===== src/rtl/apb_fifo_bridge_pkg.sv =====
// Shared constants for apb_fifo_bridge: register offsets and bit positions
// of the STATUS, CONTROL and IRQ_EN registers.
package apb_fifo_bridge_pkg;

  localparam logic [3:0] REG_DATA    = 4'h0;
  localparam logic [3:0] REG_STATUS  = 4'h4;
  localparam logic [3:0] REG_CONTROL = 4'h8;
  localparam logic [3:0] REG_IRQ_EN  = 4'hC;

  localparam int unsigned ST_TX_EMPTY   = 0;
  localparam int unsigned ST_TX_FULL    = 1;
  localparam int unsigned ST_RX_EMPTY   = 2;
  localparam int unsigned ST_RX_FULL    = 3;
  localparam int unsigned ST_TX_OVF     = 4;
  localparam int unsigned ST_RX_UNF     = 5;
  localparam int unsigned ST_TX_CNT_LSB = 8;
  localparam int unsigned ST_RX_CNT_LSB = 16;
  localparam int unsigned ST_CNT_W      = 8;

  localparam int unsigned CTRL_TX_FLUSH = 0;
  localparam int unsigned CTRL_RX_FLUSH = 1;

  localparam int unsigned IEN_RX_NONEMPTY = 0;
  localparam int unsigned IEN_TX_EMPTY    = 1;

endpackage


===== src/rtl/apb_fifo_bridge_sfifo.sv =====
// First-word fall-through synchronous FIFO used for both bridge directions.
// Full/empty are judged on pre-edge state; flush overrides push and pop.
module apb_fifo_bridge_sfifo #(
  parameter int DATA_W = 8,
  parameter int DEPTH  = 16
) (
  input  logic                     i_clk,
  input  logic                     i_rst_n,
  input  logic                     i_push,
  input  logic                     i_pop,
  input  logic                     i_flush,
  input  logic [DATA_W-1:0]        i_wdata,
  output logic [DATA_W-1:0]        o_rdata,
  output logic [$clog2(DEPTH):0]   o_count,
  output logic                     o_full,
  output logic                     o_empty
);

  localparam int PW = $clog2(DEPTH);

  logic [DATA_W-1:0] r_mem [DEPTH];
  logic [PW-1:0]     r_wptr;
  logic [PW-1:0]     r_rptr;
  logic [PW:0]       r_count;
  logic              w_push_ok;
  logic              w_pop_ok;

  assign o_full    = (r_count == (PW+1)'(DEPTH));
  assign o_empty   = (r_count == '0);
  assign w_push_ok = i_push & ~o_full & ~i_flush;
  assign w_pop_ok  = i_pop & ~o_empty & ~i_flush;
  assign o_count   = r_count;
  // Head word is forced to zero when empty so stale storage never leaks out.
  assign o_rdata   = o_empty ? '0 : r_mem[r_rptr];

  always_ff @(posedge i_clk) begin
    if (w_push_ok) r_mem[r_wptr] <= i_wdata;
  end

  always_ff @(posedge i_clk or negedge i_rst_n) begin
    if (!i_rst_n) begin
      r_wptr  <= '0;
      r_rptr  <= '0;
      r_count <= '0;
    end else if (i_flush) begin
      r_wptr  <= '0;
      r_rptr  <= '0;
      r_count <= '0;
    end else begin
      if (w_push_ok) r_wptr <= r_wptr + 1'b1;
      if (w_pop_ok)  r_rptr <= r_rptr + 1'b1;
      case ({w_push_ok, w_pop_ok})
        2'b10:   r_count <= r_count + 1'b1;
        2'b01:   r_count <= r_count - 1'b1;
        default: r_count <= r_count;
      endcase
    end
  end

endmodule


===== src/rtl/apb_fifo_bridge.sv =====
// Zero-wait APB3 slave bridging the CPU to fabric through TX and RX FIFOs.
// Optional IRQ_EN register and level interrupt: define APB_FIFO_BRIDGE_IRQ_EN.
module apb_fifo_bridge
  import apb_fifo_bridge_pkg::*;
#(
  parameter int DATA_W = 8,
  parameter int DEPTH  = 16,
  parameter int ADDR_W = 4
) (
  input  logic              SYSCLK,
  input  logic              NSYSRESET,
  input  logic              PSEL,
  input  logic              PENABLE,
  input  logic              PWRITE,
  input  logic [ADDR_W-1:0] PADDR,
  input  logic [31:0]       PWDATA,
  output logic [31:0]       PRDATA,
  output logic              PREADY,
  output logic              PSLVERR,
  output logic [DATA_W-1:0] TX_DATA,
  output logic              TX_VALID,
  input  logic              TX_READY,
  input  logic [DATA_W-1:0] RX_DATA,
  input  logic              RX_VALID,
  output logic              RX_READY,
  output logic              IRQ
);

  localparam int CW = $clog2(DEPTH) + 1;

  logic [ADDR_W-1:0] w_word;
  logic [3:0]        w_off;
  logic              w_in_range;
  logic              w_acc, w_wr, w_rd;
  logic              w_sel_data, w_sel_status, w_sel_control, w_sel_irq_en;
  logic              w_mapped;

  logic              w_tx_push, w_tx_pop, w_tx_flush, w_tx_full, w_tx_empty;
  logic              w_rx_push, w_rx_pop, w_rx_flush, w_rx_full, w_rx_empty;
  logic [CW-1:0]     w_tx_count, w_rx_count;
  logic [DATA_W-1:0] w_tx_rdata, w_rx_rdata;
  logic              w_tx_ovf_evt, w_rx_unf_evt;
  logic              r_tx_ovf, r_rx_unf;
  logic [31:0]       w_status;
  logic              w_unused;

`ifdef APB_FIFO_BRIDGE_IRQ_EN
  logic [1:0]        r_irq_en;
  logic              r_irq;
`endif

  // Byte address decode; the two lowest address bits are ignored.
  assign w_word     = PADDR >> 2;
  assign w_in_range = (w_word < ADDR_W'(4));
  assign w_off      = {w_word[1:0], 2'b00};

  // Gating with reset makes the APB response drop asynchronously mid-transfer.
  assign w_acc = PSEL & PENABLE & NSYSRESET;
  assign w_wr  = w_acc & PWRITE;
  assign w_rd  = w_acc & ~PWRITE;

  assign w_sel_data    = w_in_range & (w_off == REG_DATA);
  assign w_sel_status  = w_in_range & (w_off == REG_STATUS);
  assign w_sel_control = w_in_range & (w_off == REG_CONTROL);
`ifdef APB_FIFO_BRIDGE_IRQ_EN
  assign w_sel_irq_en  = w_in_range & (w_off == REG_IRQ_EN);
`else
  assign w_sel_irq_en  = 1'b0;
`endif
  assign w_mapped = w_sel_data | w_sel_status | w_sel_control | w_sel_irq_en;

  assign w_tx_ovf_evt = w_wr & w_sel_data & w_tx_full;
  assign w_tx_push    = w_wr & w_sel_data & ~w_tx_full;
  assign w_tx_pop     = TX_READY & ~w_tx_empty;
  assign w_tx_flush   = w_wr & w_sel_control & PWDATA[CTRL_TX_FLUSH];

  assign w_rx_unf_evt = w_rd & w_sel_data & w_rx_empty;
  assign w_rx_pop     = w_rd & w_sel_data & ~w_rx_empty;
  assign w_rx_push    = RX_VALID & ~w_rx_full;
  assign w_rx_flush   = w_wr & w_sel_control & PWDATA[CTRL_RX_FLUSH];

  apb_fifo_bridge_sfifo #(
    .DATA_W (DATA_W),
    .DEPTH  (DEPTH)
  ) u_tx_fifo (
    .i_clk   (SYSCLK),
    .i_rst_n (NSYSRESET),
    .i_push  (w_tx_push),
    .i_pop   (w_tx_pop),
    .i_flush (w_tx_flush),
    .i_wdata (PWDATA[DATA_W-1:0]),
    .o_rdata (w_tx_rdata),
    .o_count (w_tx_count),
    .o_full  (w_tx_full),
    .o_empty (w_tx_empty)
  );

  apb_fifo_bridge_sfifo #(
    .DATA_W (DATA_W),
    .DEPTH  (DEPTH)
  ) u_rx_fifo (
    .i_clk   (SYSCLK),
    .i_rst_n (NSYSRESET),
    .i_push  (w_rx_push),
    .i_pop   (w_rx_pop),
    .i_flush (w_rx_flush),
    .i_wdata (RX_DATA),
    .o_rdata (w_rx_rdata),
    .o_count (w_rx_count),
    .o_full  (w_rx_full),
    .o_empty (w_rx_empty)
  );

  assign TX_DATA  = w_tx_rdata;
  assign TX_VALID = ~w_tx_empty;
  assign RX_READY = ~w_rx_full;

  // Sticky error flags; an error and its write-1-to-clear never share an access.
  always_ff @(posedge SYSCLK or negedge NSYSRESET) begin
    if (!NSYSRESET) begin
      r_tx_ovf <= 1'b0;
      r_rx_unf <= 1'b0;
    end else begin
      if (w_tx_ovf_evt)
        r_tx_ovf <= 1'b1;
      else if (w_wr & w_sel_status & PWDATA[ST_TX_OVF])
        r_tx_ovf <= 1'b0;
      if (w_rx_unf_evt)
        r_rx_unf <= 1'b1;
      else if (w_wr & w_sel_status & PWDATA[ST_RX_UNF])
        r_rx_unf <= 1'b0;
    end
  end

  always_comb begin
    w_status = '0;
    w_status[ST_TX_EMPTY] = w_tx_empty;
    w_status[ST_TX_FULL]  = w_tx_full;
    w_status[ST_RX_EMPTY] = w_rx_empty;
    w_status[ST_RX_FULL]  = w_rx_full;
    w_status[ST_TX_OVF]   = r_tx_ovf;
    w_status[ST_RX_UNF]   = r_rx_unf;
    w_status[ST_TX_CNT_LSB +: ST_CNT_W] = ST_CNT_W'(w_tx_count);
    w_status[ST_RX_CNT_LSB +: ST_CNT_W] = ST_CNT_W'(w_rx_count);
  end

  always_comb begin
    PRDATA = '0;
    if (w_rd) begin
      if (w_sel_data)
        PRDATA = 32'(w_rx_rdata);
      else if (w_sel_status)
        PRDATA = w_status;
`ifdef APB_FIFO_BRIDGE_IRQ_EN
      else if (w_sel_irq_en)
        PRDATA = 32'(r_irq_en);
`endif
    end
  end

  assign PREADY  = w_acc;
  assign PSLVERR = w_acc & (w_tx_ovf_evt | w_rx_unf_evt | ~w_mapped);

`ifdef APB_FIFO_BRIDGE_IRQ_EN
  // Interrupt is sampled from the current FIFO state, so it trails it by a cycle.
  always_ff @(posedge SYSCLK or negedge NSYSRESET) begin
    if (!NSYSRESET) begin
      r_irq_en <= '0;
      r_irq    <= 1'b0;
    end else begin
      if (w_wr & w_sel_irq_en)
        r_irq_en <= {PWDATA[IEN_TX_EMPTY], PWDATA[IEN_RX_NONEMPTY]};
      r_irq <= (r_irq_en[IEN_RX_NONEMPTY] & ~w_rx_empty) |
               (r_irq_en[IEN_TX_EMPTY] & w_tx_empty);
    end
  end
  assign IRQ = r_irq;
`else
  assign IRQ = 1'b0;
`endif

  assign w_unused = ^{PWDATA, w_word};

endmodule


===== config.mk =====
export PLATFORM = sky130hd
export DESIGN_NAME = apb_fifo_bridge
export DESIGN_NICKNAME = d
export VERILOG_FILES = /design/src/rtl/apb_fifo_bridge_pkg.sv /design/src/rtl/apb_fifo_bridge_sfifo.sv /design/src/rtl/apb_fifo_bridge.sv
export SDC_FILE = /design/constraint.sdc
export NUM_CORES = 1
export LEC_CHECK = 0
export ABC_CLOCK_PERIOD_IN_PS = 5750
export CAP_MARGIN = 25
export CORE_AREA = 2 2 140 142
export CTS_BUF_LIST = sky130_fd_sc_hd__clkbuf_8
export CTS_CLUSTER_DIAMETER = 80
export CTS_CLUSTER_SIZE = 30
export DETAILED_ROUTE_END_ITERATION = 6
export DIE_AREA = 0 0 142 144
export GPL_ROUTABILITY_DRIVEN = 0
export GPL_TIMING_DRIVEN = 0
export PLACE_DENSITY = 0.89
export SYNTH_ARGS = -nofsm -noshare
export SYNTH_HDL_FRONTEND = slang
export SYNTH_HIERARCHICAL = 1
export SYNTH_SLANG_ARGS = --single-unit

===== constraint.sdc =====
create_clock -name SYSCLK -period 5.75 [get_ports SYSCLK]
set_clock_uncertainty 0.1 [all_clocks]
set_input_delay 1.15 -clock SYSCLK [delete_from_list [all_inputs] [get_ports SYSCLK]]
set_output_delay 1.15 -clock SYSCLK [all_outputs]
set_load 0.05 [all_outputs]

==> results of run 1 <==
routing by layer:
layer | wire (um) | up-vias | track usage (%) | part of all wire, %
li1 | - | 2789 | - | -
met1 | 9046 | 3282 | 30.67 | 37
met3 | 1379 | 51 | 3.543 | 5.6
met5 | 0 | - | 0 | 0
met2 | 13190 | 283 | 44.75 | 54
met4 | 794 | 0 | 7.947 | 3.3
area by class of cell:
cell class                      count  area [sq um]
Clock buffer                       16         220.2
Buffer                             53         306.5
Tap cell                          238         297.8
Clock inverter                      8         68.82
Multi-Input combinational cell    340          3456
Timing Repair Buffer               55         560.5
Inverter                           18         67.56
Fill cell                        1108          5714
Sequential cell                   284          8388
through the flow:
step,cell area (sq um),instances,hold slack (ns),power (mW),utilization (%)
floorplan,12220,695,0.3669,3.996,-
global placement,13050,986,0.3901,4.433,68.38
detailed placement,13080,988,0.3955,4.531,68.54
CTS,13370,1012,0.4376,5.380,70.05
global route,13370,1012,0.4608,5.588,70.05
finish,13370,1012,0.4442,5.358,70.05
cells by family after synthesis:
logic type / after synthesis / synth area share (%)
adder cells (fa/ha/maj): 14 / 1.440
AND/OR/NAND/NOR: 159 / 6.788
buffers and inverters: 71 / 3.075
flip-flops: 284 / 68.95
XOR/XNOR: 18 / 1.296
other: 1 / 0.03083
AO/OA/AOI/OAI: 49 / 3.199
multiplexers: 85 / 15.22
power by group through the flow:
stage                     combinational (mW)  clock (mW)  sequential (mW)
final                                   1.96       0.869             2.53
after CTS                               1.97       0.885             2.53
after detailed placement                1.96           0             2.57
after global placement                  1.88           0             2.55
after global routing                    2.09       0.949             2.54
after floorplan                         1.46           0             2.54
worst paths after layout:
kind | slack, ns | end | from
min reg2reg | 0.44 | r_rx_unf | r_rx_unf
min | 0.44 | r_rx_unf | r_rx_unf
max reg2reg | 1.75 | u_tx_fifo/o_count[4] | u_tx_fifo/o_count[2]
max in group asynchronous | 4.25 | u_rx_fifo/o_count[4] | NSYSRESET
max | 0.55 | PRDATA[4] | u_rx_fifo/r_rptr[1]
min in group asynchronous | 0.72 | u_tx_fifo/o_count[2] | NSYSRESET
cell usage in the layout (no fill, tap or decap), drive strengths merged, types with 4 or more instances in the layout:
cell type      Yosys  final
edfxtp           256    256
mux4              80     80
nor2              62     62
clkdlybuf4s50      0     53
clkbuf            24     40
and2              32     32
buf               29     31
dfrtp             28     28
inv               18     25
nand2             22     22
a21oi             16     16
conb               1     15
ha                14     14
nand3             13     13
xor2              12     12
a22o               7      7
or3                7      7
xnor2              6      6
mux2i              5      5
nor2b              4      4
nand2b             4      4
o221ai             4      4
nor3b              4      4
sequential cells by signal, indices dropped and copies added, names as in the netlist:
register,flops
u_rx_fifo/r_mem,128
u_tx_fifo/r_mem,128
u_rx_fifo/o_count,5
u_tx_fifo/o_count,5
u_rx_fifo/r_rptr,4
u_rx_fifo/r_wptr,4
u_tx_fifo/r_rptr,4
u_tx_fifo/r_wptr,4
r_rx_unf,1
r_tx_ovf,1
==> metrics.csv, run 1 <==
metric;value;unit
yosys.area.top_type;edfxtp_1;
cp_slowest_cell;clkdlybuf4s50_1;
synth.yosys.warnings;6;
power_density;400.9;nW/um^2
start_util;63.76;%
synth_common_cells;edfxtp_1, mux4_2, nor2_1;
clkSlewWorstSetupHoldPaths;0.16;ns
rsz0062_at_grt;no;
yosysMostFrequentCell;edfxtp_1;
crit_path_max_fanout;10;
setup_viol;0;
ys_ff_latch;284;
avgViaCountPerCell;6.329;
finalSetupTns;0;ns
crit_chain;clkbuf_1, clkbuf_1, mux4_2, mux4_2, and2_1, a22o_1, clkdlybuf4s50_1;
slew_headroom;35.88;%
period_share;90.40;%
p_clk_share;16.2;%
post_cts_resize_count;0;
hold_viol_final;0;
synth_edf_count;256;
p_leak;4.419;nW
wirelength;24410;um
critPathKind;register to primary output;
routedWlPerCell;24.12;um
synthCells;681;
cpLargestDelayFamily;buffers and inverters;
clockRootBuffer;clkbuf_8;
combPwrFrac;36.6;%
grt_pass1_wl;36900;um
drive_gt1_share;18.48;%
fin_nets;831;
switching_share;33.02;%
seqPwrFrac;47.2;%
cts_sinks;284;
path_buf_inv;3;
p_switching;1.769;mW
cts_tree;yes;
ctsHtreeMaxLevel;1;
place_hpwl;17290;um
vdd_drop_max;0.0003099;V
track_usage;24.55;%
firstDrtPassIters;5;
synth_ff_type;edfxtp_1;
pre_cts_ws;0.5642;ns
grt_max_degree;32;
area_growth;9.863;%
slew_violations;0;
cp_data_required_time;4.50;ns
ys_top_cells_by_area;edfxtp_1, mux4_2, dfrtp_1, nor2_1, and2_1;
num_vias;6405;
yosysUniqueCellTypes;45;
die_h;144;um
syn-cell-area;12170;sq um
drc;0;
cts_buffers;14;
outcome;finished clean;
ys_seq_area_share;68.95;%
hold-path-cell-count;1;
die_w;142;um
worst_pin_slew;0.9583;ns
grt_overflow_total;0;
reg2reg_depth;15;
slowest_delay;0.70;ns
yosys.area.top_type_share;63.19;%
n_antenna_cell;0;
design.core.area;19080;sq um
hp-class;register to register;
antenna_found_initial;0;
synth.avg_cell_area;17.86;sq um
critPathLaunchType;register;
rows;51;
initialDrtViolationCount;569;
period_needed;5.198;ns
cts_hold_buf;0;
ant_nets;0;
die-area;20450;sq um
fin_ws;0.5523;ns
maxCapViolCount;0;
crit_arrival;3.95;ns
ios;96;
clk_latency;0.56;ns
worst_setup_path_end_kind;primary output;
intPower;3.589;mW
async_flop_share;9.859;%
cts_setup_buffers;0;
grt_pass1_vias;6477;
cts_buffer_depth;3;
portBuffers;53;
fmax;192.4;MHz
path_depth;7;
Power figures use the tool's default switching activity.
==> run 2, diff against run 1 <==
- ABC_CLOCK_PERIOD_IN_PS: 5750 -> 4400
- CORE_AREA: 2 2 140 142 -> 2 2 159 161
- DIE_AREA: 0 0 142 144 -> 0 0 161 163
- PLACE_DENSITY: 0.89 -> 0.74
- clock period: 5.75 -> 4.4 ns (I/O delays scaled with it)
==> run 2 against run 1 <==
Effect of this change:
- combinational power increased by 29%
- critical path type unchanged
- non-clock buffer count decreased by 4
- hold slack got worse by 0.29 ns
==> metrics.csv, run 2 (synthesis gave the netlist of run 1 again) <==
metric;value;unit;change
fin_ws;0.1418;ns;was 0.5523 ns
routedWlPerCell;21.55;um;was 24.12 um
critPathLaunch;u_rx_fifo/r_rptr[0];;was u_rx_fifo/r_rptr[1]
design.core.area;24670;sq um;was 19,080 sq um
die_w;161;um;was 142 um
grt_pass1_vias;6040;;was 6,477
firstDrtPassIters;4;;was 5
n_antenna_cell;0;;unchanged
p_clk_share;16.3;%;was 16.2%
critPathKind;register to primary output;;unchanged
crit_arrival;3.28;ns;was 3.95 ns
r2r-start;u_tx_fifo/o_count[2];;unchanged
fin_nets;827;;was 831
reg_top3;u_rx_fifo/r_mem (128), u_tx_fifo/r_mem (128);;unchanged
start_util;49.31;%;was 63.76%
switching_share;33.28;%;was 33.02%
multi_input_area;3462;sq um;was 3456 sq um
cts_sinks;284;;unchanged
vdd_drop_max;0.0006025;V;was 0.0003099 V
cp_data_required_time;3.42;ns;was 4.50 ns
period_share;96.78;%;
cts_buffers;14;;unchanged
final_common_cell;edfxtp_1;;unchanged
combPwrFrac;36.2;%;was 36.6%
slew_violations;0;;unchanged
power_density;519.6;nW/um^2;was 400.9 nW/um^2
drc;0;;unchanged
total_power;6.989;mW;was 5.358 mW
wirelength;23660;um;was 24,410 um
final_cell_mix;edfxtp_1, mux4_2, nor2_1, clkdlybuf4s50_1, and2_1;;unchanged
crit_path_max_fanout;10;;unchanged
reg2reg_depth;15;;unchanged
rsz0062_at_grt;no;;unchanged
cp-endpoint;PRDATA[4];;unchanged
area_growth;10.57;%;was 9.863%
regArea;8388;sq um;unchanged
antenna_found_initial;0;;unchanged
grt_max_degree;32;;unchanged
intPower;4.663;mW;was 3.589 mW
pre_cts_ws;-0.2782;ns;was 0.5642 ns
worst-r2r-setup-slack;0.51;ns;was 1.75 ns
cts_tree;yes;;unchanged
num_vias;6208;;was 6,405
drive_gt1_share;19.40;%;was 18.48%
p_leak;4.511;nW;was 4.419 nW
initialDrtViolationCount;445;;was 569
fmax;234.8;MHz;
avgViaCountPerCell;5.654;;was 6.329
die-area;26240;sq um;was 20,450 sq um
setup_viol;0;;unchanged
ant_nets;0;;unchanged
ctsHtreeMaxLevel;1;;unchanged
r2r_end;u_tx_fifo/o_count[4];;unchanged
critPathLaunchType;register;;unchanged
rows;58;;was 51
worst_pin_slew;0.8850;ns;was 0.9583 ns
clk_latency;0.55;ns;was 0.56 ns
ios;96;;unchanged
maxCapViolCount;0;;unchanged
grt_overflow_total;0;;unchanged
track_usage;18.10;%;was 24.55%
fill_cells;1944;;was 1,108
grt_pass1_wl;35900;um;was 36,900 um
cts_buffer_depth;3;;unchanged
place_hpwl;16170;um;was 17,290 um
seqPwrFrac;47.5;%;was 47.2%
slew_headroom;40.78;%;was 35.88%
outcome;finished clean;;unchanged
clockRootBuffer;clkbuf_8;;unchanged
whs;0.1536;ns;was 0.4442 ns
cts_hold_buf;0;;unchanged
die_h;163;um;was 144 um
portBuffers;53;;unchanged
worst_setup_path_end_kind;primary output;;unchanged
period_needed;4.258;ns;
hold_viol_final;0;;unchanged
cts_setup_buffers;0;;unchanged
hp-class;primary input to asynchronous set/reset pin;;was register to register
p_switching;2.326;mW;was 1.769 mW
clkSlewWorstSetupHoldPaths;0.16;ns;about the same
## run 2: cell count changes in the layout (fill, tap and decap cells not counted), sizes merged
cell           change
dlygate4sd2       +11
inv                -1
clkbuf             -1
clkdlybuf4s50     -18
dlymetal6s2s       +6
buf                -3
## run 2: critical path: stages, from the launching register on
cell and delay [ns]:
dfrtp_1 0.38, clkbuf_4 0.24, buf_6 0.22, mux4_2 0.57
mux4_2 0.52, and2_1 0.18, a22o_1 0.19, dlygate4sd2_1 0.42
## run 2: worst min path at each step
stage	depth (start not counted)	startpoint	slack [ns]	end
CTS	1	NSYSRESET	0.26	u_tx_fifo/o_count[4]
detailed placement	1	r_rx_unf	0.40	r_rx_unf
global placement	1	r_rx_unf	0.39	r_rx_unf
floorplan	1	r_rx_unf	0.37	r_rx_unf
global route	1	NSYSRESET	0.16	u_tx_fifo/o_count[4]
finish	1	NSYSRESET	0.15	u_tx_fifo/o_count[2]
## run 2: area by class of cell
cell class / instances / share of cell area, %
tap: 330 / 3.069
timing repair buffer: 53 / 3.935
sequential: 284 / 62.36
buffer: 51 / 2.400
clock buffer: 15 / 1.535
inverter: 18 / 0.5023
multi-input combinational: 340 / 25.74
clock inverter: 7 / 0.4651
## run 2: per-layer routing
| layer | up-vias | wire (um) | track usage [%] |
|---|---|---|---|
| li1 | 2787 | - | - |
| met1 | 3231 | 10050 | 25.41 |
| met2 | 161 | 11990 | 30.34 |
| met3 | 29 | 1177 | 2.725 |
| met4 | 0 | 446 | 4.302 |
| met5 | - | 0 | 0 |
## run 2: power groups by stage
stage | registers (mW) | logic [mW] | clock network (mW)
floorplan | 3.32 | 1.91 | 0
global placement | 3.35 | 2.54 | 0
detailed placement | 3.36 | 2.58 | 0
CTS | 3.32 | 2.55 | 1.16
global route | 3.35 | 2.71 | 1.25
finish | 3.32 | 2.53 | 1.14
## run 2: metrics by stage
| step | utilization (%) | cell area (sq um) | std cells | setup TNS [ns] |
|---|---|---|---|---|
| global route | 54.52 | 13450 | 1098 | 0 |
| global placement | 53.34 | 13160 | 1078 | -236.66 |
| finish | 54.52 | 13450 | 1098 | 0 |
| floorplan | - | 12220 | 695 | 0 |
| CTS | 54.37 | 13410 | 1098 | 0 |
| detailed placement | 53.32 | 13160 | 1078 | -25.90 |
## run 2: timing repair
item,CTS,global route
gates cloned,0,0
gates resized for setup,18,12
setup endpoints to repair,17,37
